`src/rtl/mem_arb_pkg.sv`:
```
// +----------------------------------------------------------------------+
// | mem_arb_pkg : shared widths, helpers and pipeline tag type for the   |
// |               mem_port_arbiter block.                                |
// | Rev 1.0                                                              |
// +----------------------------------------------------------------------+
`default_nettype none

package mem_arb_pkg;

  localparam int DEF_N_RD = 3;

  // Writer sits at index N_RD, after all readers.
  function automatic int f_nreq(input int n_rd);
    return n_rd + 1;
  endfunction

  function automatic int f_lsb(input int data_w);
    return $clog2(data_w) - 3;
  endfunction

  function automatic int f_aw(input int byte_addr_w, input int data_w);
    return byte_addr_w - f_lsb(data_w);
  endfunction

  localparam int TAG_IDX_W = $clog2(f_nreq(DEF_N_RD));

  typedef struct packed {
    logic                 valid;
    logic [TAG_IDX_W-1:0] idx;
    logic                 is_read;
  } arb_tag_t;

endpackage

`default_nettype wire

```
`src/rtl/rr_arbiter.sv`:
```
// +----------------------------------------------------------------------+
// | rr_arbiter : combinational round-robin arbiter with last-grant ptr.  |
// | Rev 1.0                                                              |
// +----------------------------------------------------------------------+
`default_nettype none

module rr_arbiter #(
  parameter  int NREQ  = 4,
  localparam int IDX_W = (NREQ > 1) ? $clog2(NREQ) : 1
) (
  input  logic             clk,
  input  logic             rstn,
  input  logic [NREQ-1:0]  i_req,
  output logic [NREQ-1:0]  o_gnt,
  output logic [IDX_W-1:0] o_gnt_idx
);

  logic [IDX_W-1:0] r_ptr;
  logic [IDX_W-1:0] w_cand;
  logic             w_found;

  // Search begins just after the last winner so every requester is served in turn.
  always_comb begin
    o_gnt     = '0;
    o_gnt_idx = '0;
    w_found   = 1'b0;
    w_cand    = '0;
    if (rstn) begin
      for (int k = 1; k <= NREQ; k++) begin
        w_cand = IDX_W'((int'(r_ptr) + k) % NREQ);
        if (!w_found && i_req[w_cand]) begin
          w_found        = 1'b1;
          o_gnt[w_cand]  = 1'b1;
          o_gnt_idx      = w_cand;
        end
      end
    end
  end

  always_ff @(posedge clk) begin
    if (!rstn) begin
      r_ptr <= IDX_W'(NREQ - 1);
    end else if (w_found) begin
      r_ptr <= o_gnt_idx;
    end
  end

endmodule

`default_nettype wire

```
`src/rtl/mem_port_arbiter.sv`:
```
// +----------------------------------------------------------------------+
// | mem_port_arbiter : shares one single-port word memory between N_RD   |
// |   readers and one writer; optional counters via MEM_ARB_PERF_EN.     |
// | Rev 1.0                                                              |
// +----------------------------------------------------------------------+
`default_nettype none

module mem_port_arbiter
  import mem_arb_pkg::*;
#(
  parameter  int AXI_WIDTH      = 128,
  parameter  int AXI_ADDR_WIDTH = 32,
  parameter  int N_RD           = 3,
  localparam int AW             = f_aw(AXI_ADDR_WIDTH, AXI_WIDTH),
  localparam int SW             = AXI_WIDTH / 8,
  localparam int NREQ           = f_nreq(N_RD)
) (
  input  logic                      clk,
  input  logic                      rstn,
  input  logic [N_RD-1:0]           rd_req,
  input  logic [N_RD*AW-1:0]        rd_addr,
  output logic [N_RD-1:0]           rd_gnt,
  output logic [N_RD-1:0]           rd_rvalid,
  output logic [N_RD*AXI_WIDTH-1:0] rd_data,
  input  logic                      wr_req,
  input  logic [AW-1:0]             wr_addr,
  input  logic [AXI_WIDTH-1:0]      wr_data,
  input  logic [SW-1:0]             wr_strb,
  output logic                      wr_gnt,
  output logic                      mem_en,
  output logic                      mem_we,
  output logic [AW-1:0]             mem_addr,
  output logic [AXI_WIDTH-1:0]      mem_wdata,
  output logic [SW-1:0]             mem_strb,
`ifdef MEM_ARB_PERF_EN
  output logic [NREQ*32-1:0]        perf_gnt_cnt,
  output logic [NREQ*32-1:0]        perf_wait_cnt,
`endif
  input  logic [AXI_WIDTH-1:0]      mem_rdata
);

  localparam int IDX_W = $clog2(NREQ);

  logic [NREQ-1:0]          w_req;
  logic [NREQ-1:0]          w_gnt;
  logic [IDX_W-1:0]         w_gnt_idx;
  logic                     w_any_gnt;
  logic                     w_is_wr;
  logic [AW-1:0]            w_sel_addr;

  logic                     r_mem_en;
  logic                     r_mem_we;
  logic [AW-1:0]            r_mem_addr;
  logic [AXI_WIDTH-1:0]     r_mem_wdata;
  logic [SW-1:0]            r_mem_strb;
  arb_tag_t                 r_tag_cmd;
  arb_tag_t                 r_tag_ret;
  logic [N_RD-1:0]          r_rd_rvalid;
  logic [N_RD*AXI_WIDTH-1:0] r_rd_data;

  assign w_req = {wr_req, rd_req};

  rr_arbiter #(
    .NREQ (NREQ)
  ) u_rr_arbiter (
    .clk       (clk),
    .rstn      (rstn),
    .i_req     (w_req),
    .o_gnt     (w_gnt),
    .o_gnt_idx (w_gnt_idx)
  );

  assign w_any_gnt = |w_gnt;
  assign w_is_wr   = w_gnt[N_RD];
  assign rd_gnt    = w_gnt[N_RD-1:0];
  assign wr_gnt    = w_gnt[N_RD];

  always_comb begin
    w_sel_addr = '0;
    for (int i = 0; i < N_RD; i++) begin
      if (w_gnt[i]) begin
        w_sel_addr = rd_addr[i*AW +: AW];
      end
    end
    if (w_gnt[N_RD]) begin
      w_sel_addr = wr_addr;
    end
  end

  // Command stage: the tag rides alongside so the return can be steered later.
  always_ff @(posedge clk) begin
    if (!rstn) begin
      r_mem_en    <= 1'b0;
      r_mem_we    <= 1'b0;
      r_mem_addr  <= '0;
      r_mem_wdata <= '0;
      r_mem_strb  <= '0;
      r_tag_cmd   <= '0;
      r_tag_ret   <= '0;
    end else begin
      r_mem_en          <= w_any_gnt;
      r_mem_we          <= w_is_wr;
      r_mem_addr        <= w_sel_addr;
      r_mem_wdata       <= w_is_wr ? wr_data : '0;
      r_mem_strb        <= w_is_wr ? wr_strb : '0;
      r_tag_cmd.valid   <= w_any_gnt;
      r_tag_cmd.idx     <= TAG_IDX_W'(w_gnt_idx);
      r_tag_cmd.is_read <= w_any_gnt & ~w_is_wr;
      r_tag_ret         <= r_tag_cmd;
    end
  end

  // Return stage: mem_rdata lines up with r_tag_ret.
  always_ff @(posedge clk) begin
    if (!rstn) begin
      r_rd_rvalid <= '0;
      r_rd_data   <= '0;
    end else begin
      r_rd_rvalid <= '0;
      for (int i = 0; i < N_RD; i++) begin
        if (r_tag_ret.valid && r_tag_ret.is_read && (int'(r_tag_ret.idx) == i)) begin
          r_rd_rvalid[i]                       <= 1'b1;
          r_rd_data[i*AXI_WIDTH +: AXI_WIDTH]  <= mem_rdata;
        end
      end
    end
  end

  assign mem_en    = r_mem_en;
  assign mem_we    = r_mem_we;
  assign mem_addr  = r_mem_addr;
  assign mem_wdata = r_mem_wdata;
  assign mem_strb  = r_mem_strb;
  assign rd_rvalid = r_rd_rvalid;
  assign rd_data   = r_rd_data;

`ifdef MEM_ARB_PERF_EN
  for (genvar g = 0; g < NREQ; g++) begin : g_perf
    logic [31:0] r_gnt_cnt;
    logic [31:0] r_wait_cnt;

    always_ff @(posedge clk) begin
      if (!rstn) begin
        r_gnt_cnt  <= '0;
        r_wait_cnt <= '0;
      end else begin
        if (w_gnt[g] && (r_gnt_cnt != '1)) begin
          r_gnt_cnt <= r_gnt_cnt + 32'd1;
        end
        if (w_req[g] && !w_gnt[g] && (r_wait_cnt != '1)) begin
          r_wait_cnt <= r_wait_cnt + 32'd1;
        end
      end
    end

    assign perf_gnt_cnt[g*32 +: 32]  = r_gnt_cnt;
    assign perf_wait_cnt[g*32 +: 32] = r_wait_cnt;
  end
`endif

endmodule

`default_nettype wire

```
`config.mk`:
```
export PLATFORM = sky130hd
export DESIGN_NAME = mem_port_arbiter
export DESIGN_NICKNAME = d
export VERILOG_FILES = /design/src/rtl/mem_arb_pkg.sv /design/src/rtl/rr_arbiter.sv /design/src/rtl/mem_port_arbiter.sv
export SDC_FILE = /design/constraint.sdc
export NUM_CORES = 1
export LEC_CHECK = 0
export ABC_AREA = 0
export CORE_AREA = 2 2 377 379
export DETAILED_ROUTE_END_ITERATION = 6
export DIE_AREA = 0 0 379 381
export HOLD_SLACK_MARGIN = 0.02
export PLACE_DENSITY_LB_ADDON = 0.2
export SLEW_MARGIN = 20
export SYNTH_ARGS = -nofsm -noshare
export SYNTH_HDL_FRONTEND = slang
export SYNTH_SLANG_ARGS = --single-unit
```
`constraint.sdc`:
```
create_clock -name clk -period 4.2 [get_ports clk]
set_input_delay 0.42 -clock clk [delete_from_list [all_inputs] [get_ports clk]]
set_output_delay 0.42 -clock clk [all_outputs]
set_load 0.1 [all_outputs]
```
; ---- Word-level counts from Yosys, hierarchy flattened
; Index checks and enable logic that the tools add are counted.
[totals]
regBits = 570
in_bits = 390
out_inout_bits = 565
wordCells = 94
[op_classes]
n_addsub = 4
magnitude_cmp = 8
eq_ne = 2
n_mux = 43
bitwise_logic = 5
n_reduce_logical = 17
[op_table]
columns = op, n
row1 = 28-bit 2-to-1 mux, 4
row2 = 4-bit 2-to-1 mux, 8
row3 = 1-bit 2-to-1 mux, 19
row4 = "2-bit by 3-bit < comparator with 1-bit output, second input constant", 4
row5 = 4-bit OR, 3
row6 = 1-bit logical AND, 11
row7 = 1-bit binary-select mux with 2-bit select, 4
row8 = 1-bit demux with 2-bit select, 4
row9 = "2-bit by 1-bit >= comparator with 1-bit output, second input constant", 4
row10 = 2-bit 2-to-1 mux, 4
row11 = "2-bit by 1-bit adder with 2-bit output, second input constant", 2
row12 = "2-bit adder, second input constant", 2
row13 = "2-bit == test, second input constant", 2
row14 = 4-bit OR reduction, 1
row15 = 1-bit zero test, 3
row16 = 2-bit zero test, 1
row17 = 2-bit AND reduction, 1
row18 = 1-bit bitwise AND, 1
row19 = 1-bit NOT, 1

; ---- Depth between registers and ports, before layout
[logic_depth]
ltp_word = 21
depth_mapped = 13
mapped_depth_nobuf = 8

; ---- Modules after synthesis
; A second synthesis with hierarchy kept.
[hier_totals]
cells_unflattened = 2124
area_unflattened_um2 = 19422.4
[by_module_without_submodules]
columns = mod, instances, cells_each, area_per_inst_um2, seq_area_each_um2
row1 = mem_port_arbiter, 1, 2067, 18893.1, 11370.9
row2 = rr_arbiter, 1, 57, 529.3, 40.0

; ---- Least setup slack after synthesis
; Ideal clock, no wire load.
[synth_timing]
path_kind = reg-to-output
start = register u_rr_arbiter.r_ptr[0]
end = output rd_gnt[1]
arrival_time_ps = 3542
required_ps = 3780
path_slack_ps = 238
path_stages_with_launch = 11
path_buffers = 4
path_cell_list = dfxtp_1 -> buf_2 -> buf_4 -> inv_1 -> ha_1 -> buf_2 -> mux4_2 -> nor2b_1 -> o21a_1 -> clkbuf_1 -> nor2_1
[synth_between]
elab_chain_len = 17
[synth_lines]
columns = element, line_no
row1 = start: declaration, rr_arbiter.sv:18  ; logic [IDX_W-1:0] r_ptr;
row2 = start signal: assignment, rr_arbiter.sv:42  ; r_ptr <= IDX_W'(NREQ - 1);
row3 = start signal: assignment, rr_arbiter.sv:44  ; r_ptr <= o_gnt_idx;
row4 = branches (longest 15 deep; another with 2-bit by 3-bit < comparator with 1-bit output), -
row5 = 4-bit 2-to-1 mux (*), rr_arbiter.sv:31  ; if (!w_found && i_req[w_cand]) begin
row6 = 4-bit 2-to-1 mux (*), rr_arbiter.sv:28  ; if (rstn) begin
row7 = end: declaration, mem_port_arbiter.sv:22  ; output logic [N_RD-1:0] rd_gnt,
; Mark *: on every way between the ends. The select of a mux whose other input is x is not followed.

; ---- Final worst setup path
[layout_timing]
start = register u_rr_arbiter.r_ptr[1]
end = output rd_gnt[1]
; The elaborated chain is that of the path after synthesis.

==> flow_metrics.env <==
export IMPL_status="finished clean"
export IMPL_syn_area_sq_um=19710
export IMPL_fin_nets=3571
export IMPL_yosysUniqueCellTypes=49
export IMPL_area_growth_pct=71.68
export IMPL_hold_viol=0
export IMPL_cts_sinks=570
export IMPL_skew_ns=0.05679
export IMPL_vias=19046
export IMPL_hold_buffers=0
export IMPL_drv_cap=0
export IMPL_synthArstFlopShare=0
export IMPL_fin_area_sq_um=33840
export IMPL_max_freq_ghz=0.2494
export IMPL_synthCells=2286
export IMPL_ys_seq_area_frac=0.5789
export IMPL_p_leak_nw=11.40
export IMPL_dp_hpwl_mm=74.18
export IMPL_cts_max_level=3
export IMPL_pin_count=955
export IMPL_n_fill_cell=15355
export IMPL_avgSynthCellArea_sq_um=8.623
export IMPL_routed_wl_mm=104.3
export IMPL_critPathKind="register to output pin"
export IMPL_period_share=0.9547
export IMPL_dieArea_sq_um=144400
export IMPL_placed_cells=4984
export IMPL_setup_violations=0
export IMPL_synth_seq_cells=570
export IMPL_std_cell_rows=138
export IMPL_final_cells=5128
export IMPL_endpoint_kind="output pin"
export IMPL_syn_num_nets=2684
export IMPL_die_x_um=379
export IMPL_portBuffers=954
export IMPL_setup_tns_ns=0
export IMPL_hp_class="input port to register"
export IMPL_whs_ns=0.2663
export IMPL_utilization=0.2408
export IMPL_ys_warn_count=0
export IMPL_relSlewSlack=0.2077
export IMPL_grt_pass1_vias=18666
export IMPL_clock_latency_ns=0.67
export IMPL_path_clk_slew_ns=0.05
export IMPL_antenna_found_initial=4
export IMPL_place_congestion=0.8618
export IMPL_synth_top_area_frac=0.5789
export IMPL_grtUsageTotal=0.1389
export IMPL_placed_area_sq_um=31280
export IMPL_drt_iter0_drc=988
export IMPL_tritoncts="done"
export IMPL_synth_most_common_cell="nand2_1"
export IMPL_clockBufferDepth=3
export IMPL_tightest_slew_ns=1.185
export IMPL_synth_flop_cell="dfxtp_1"
export IMPL_grt_pass1_wl_mm=145.1
export IMPL_synth_top_cell_by_area="dfxtp_1"
export IMPL_irDropWorstVdd_uv=317.4
export IMPL_synth_common_cells="796 x nand2_1, 570 x dfxtp_1, 390 x a21oi_1"
export IMPL_synth_edff_count=0
export IMPL_die_h_um=381
export IMPL_synthTopCellsByArea="dfxtp_1 58%, nand2_1 15%, a21oi_1 9.9%, and2_1 4.8%, clkbuf_1 2.5%"
export IMPL_crit_required_ns=3.78
export IMPL_ant_nets=0
export IMPL_power_density_nw_per_um2=508.5
export IMPL_firstDrtPassIters=5
export IMPL_wl_per_cell_um=20.34
export IMPL_startpoint_type="register"
export IMPL_vias_per_cell=3.714
export IMPL_worstPathArrival_ns=3.59
export IMPL_core_area_sq_um=140600
export IMPL_slew_viol_final=0
export IMPL_root_buffer="clkbuf_16"
export IMPL_gr_total_overflow=0
export IMPL_grt_max_degree=167
export IMPL_cts_buffers=77
export IMPL_drive_gt1_frac=0.06712
export IMPL_crit_fanout=29
export IMPL_start_util=0.1402
export IMPL_post_route_min_period_ns=4.010
export IMPL_drc=0
==> flip-flops by register name, indices dropped and copies added, names as in the netlist <==
signal / count
rd_data: 384
u_rr_arbiter.r_ptr: 2
mem_we: 1
rd_rvalid: 3
mem_addr: 28
r_tag_cmd: 4
r_tag_ret: 4
mem_strb: 16
mem_wdata: 128
==> worst paths after layout <==
kind	startpoint	end	slack, ns	cells after the start
hold reg to reg	r_tag_cmd[2]	r_tag_ret[2]	0.39	1
setup reg to reg	u_rr_arbiter.r_ptr[1]	mem_addr[5]	0.24	8
hold / removal	rstn	rd_rvalid[0]	0.27	3
setup / recovery	u_rr_arbiter.r_ptr[1]	rd_gnt[1]	0.19	8
==> per-layer routing <==
layer	part of all wire	routed length, um	track usage
met5	0.00012	13	0
met4	0.023	2353	0.04284
met3	0.061	6412	0.03648
met2	0.49	51470	0.2360
met1	0.42	44060	0.1697
==> cell families (layout without fill, tap and decap cells) <==
family	count (synthesis)	count (layout)	share of synthesized area
buf+inv	197	1144	0.04507
simple gates	981	981	0.2099
fa+ha+maj	8	8	0.005078
mux	10	10	0.006982
compound gates	520	520	0.1541
flops	570	570	0.5789
other cells	0	5	0
==> stage by stage <==
stage / total power, W / worst slack [ns]
finish: 0.01721 / 0.1901
global route: 0.01789 / -0.005190
CTS: 0.01752 / 0.02401
detailed placement: 0.01068 / -0.2119
global placement: 0.01069 / -0.1772
floorplan: 0.009142 / 0.2384
==> layout by cell type (no fill, tap or decap), drive strengths merged, types with 3 or more instances in the layout <==
master / n
inv: 22
o22ai: 18
buf: 50
nor2: 12
clkinv: 19
o2bb2ai: 12
dfxtp: 570
nand2b: 3
a211oi: 3
mux2i: 7
o21ai: 13
o221a: 27
clkbuf: 111
o211ai: 29
o21a: 16
diode: 5
nand2: 797
bufinv: 4
and2: 151
clkdlybuf4s50: 937
a21oi: 391
ha: 8
mux4: 3
==> critical path: stages, from the launching register on <==
cell and delay (ns):
dfxtp_1 0.54, inv_1 0.22, ha_2 0.50, mux4_2 0.49
nor2b_2 0.21, buf_4 0.24, o21a_1 0.31, nor2_1 0.23
buf_12 0.21
==> cell type report <==
cell class	instances	area, sq um	area share
clock buffer	111	2207	0.06522
inverter	18	75.07	0.002218
antenna	5	12.51	0.0003697
clock inverter	28	324.1	0.009576
tap	1890	2365	0.06988
sequential	570	11410	0.3372
timing repair buffer	987	9945	0.2939
multi-input combinational	1519	7502	0.2217
==> power by group <==
| group | switching (W) | internal (W) |
|---|---|---|
| clock network | 0.00272 | 0.00392 |
| logic | 0.00339 | 0.00130 |
| registers | 0.000147 | 0.00572 |
| total | 0.00626 | 0.0110 |
==> timing repair <==
item                       in CTS  in global routing
setup endpoints to repair      15                 18
buffers inserted                0                  0
resized for setup               1                  3
Power figures use the tool's default switching activity.
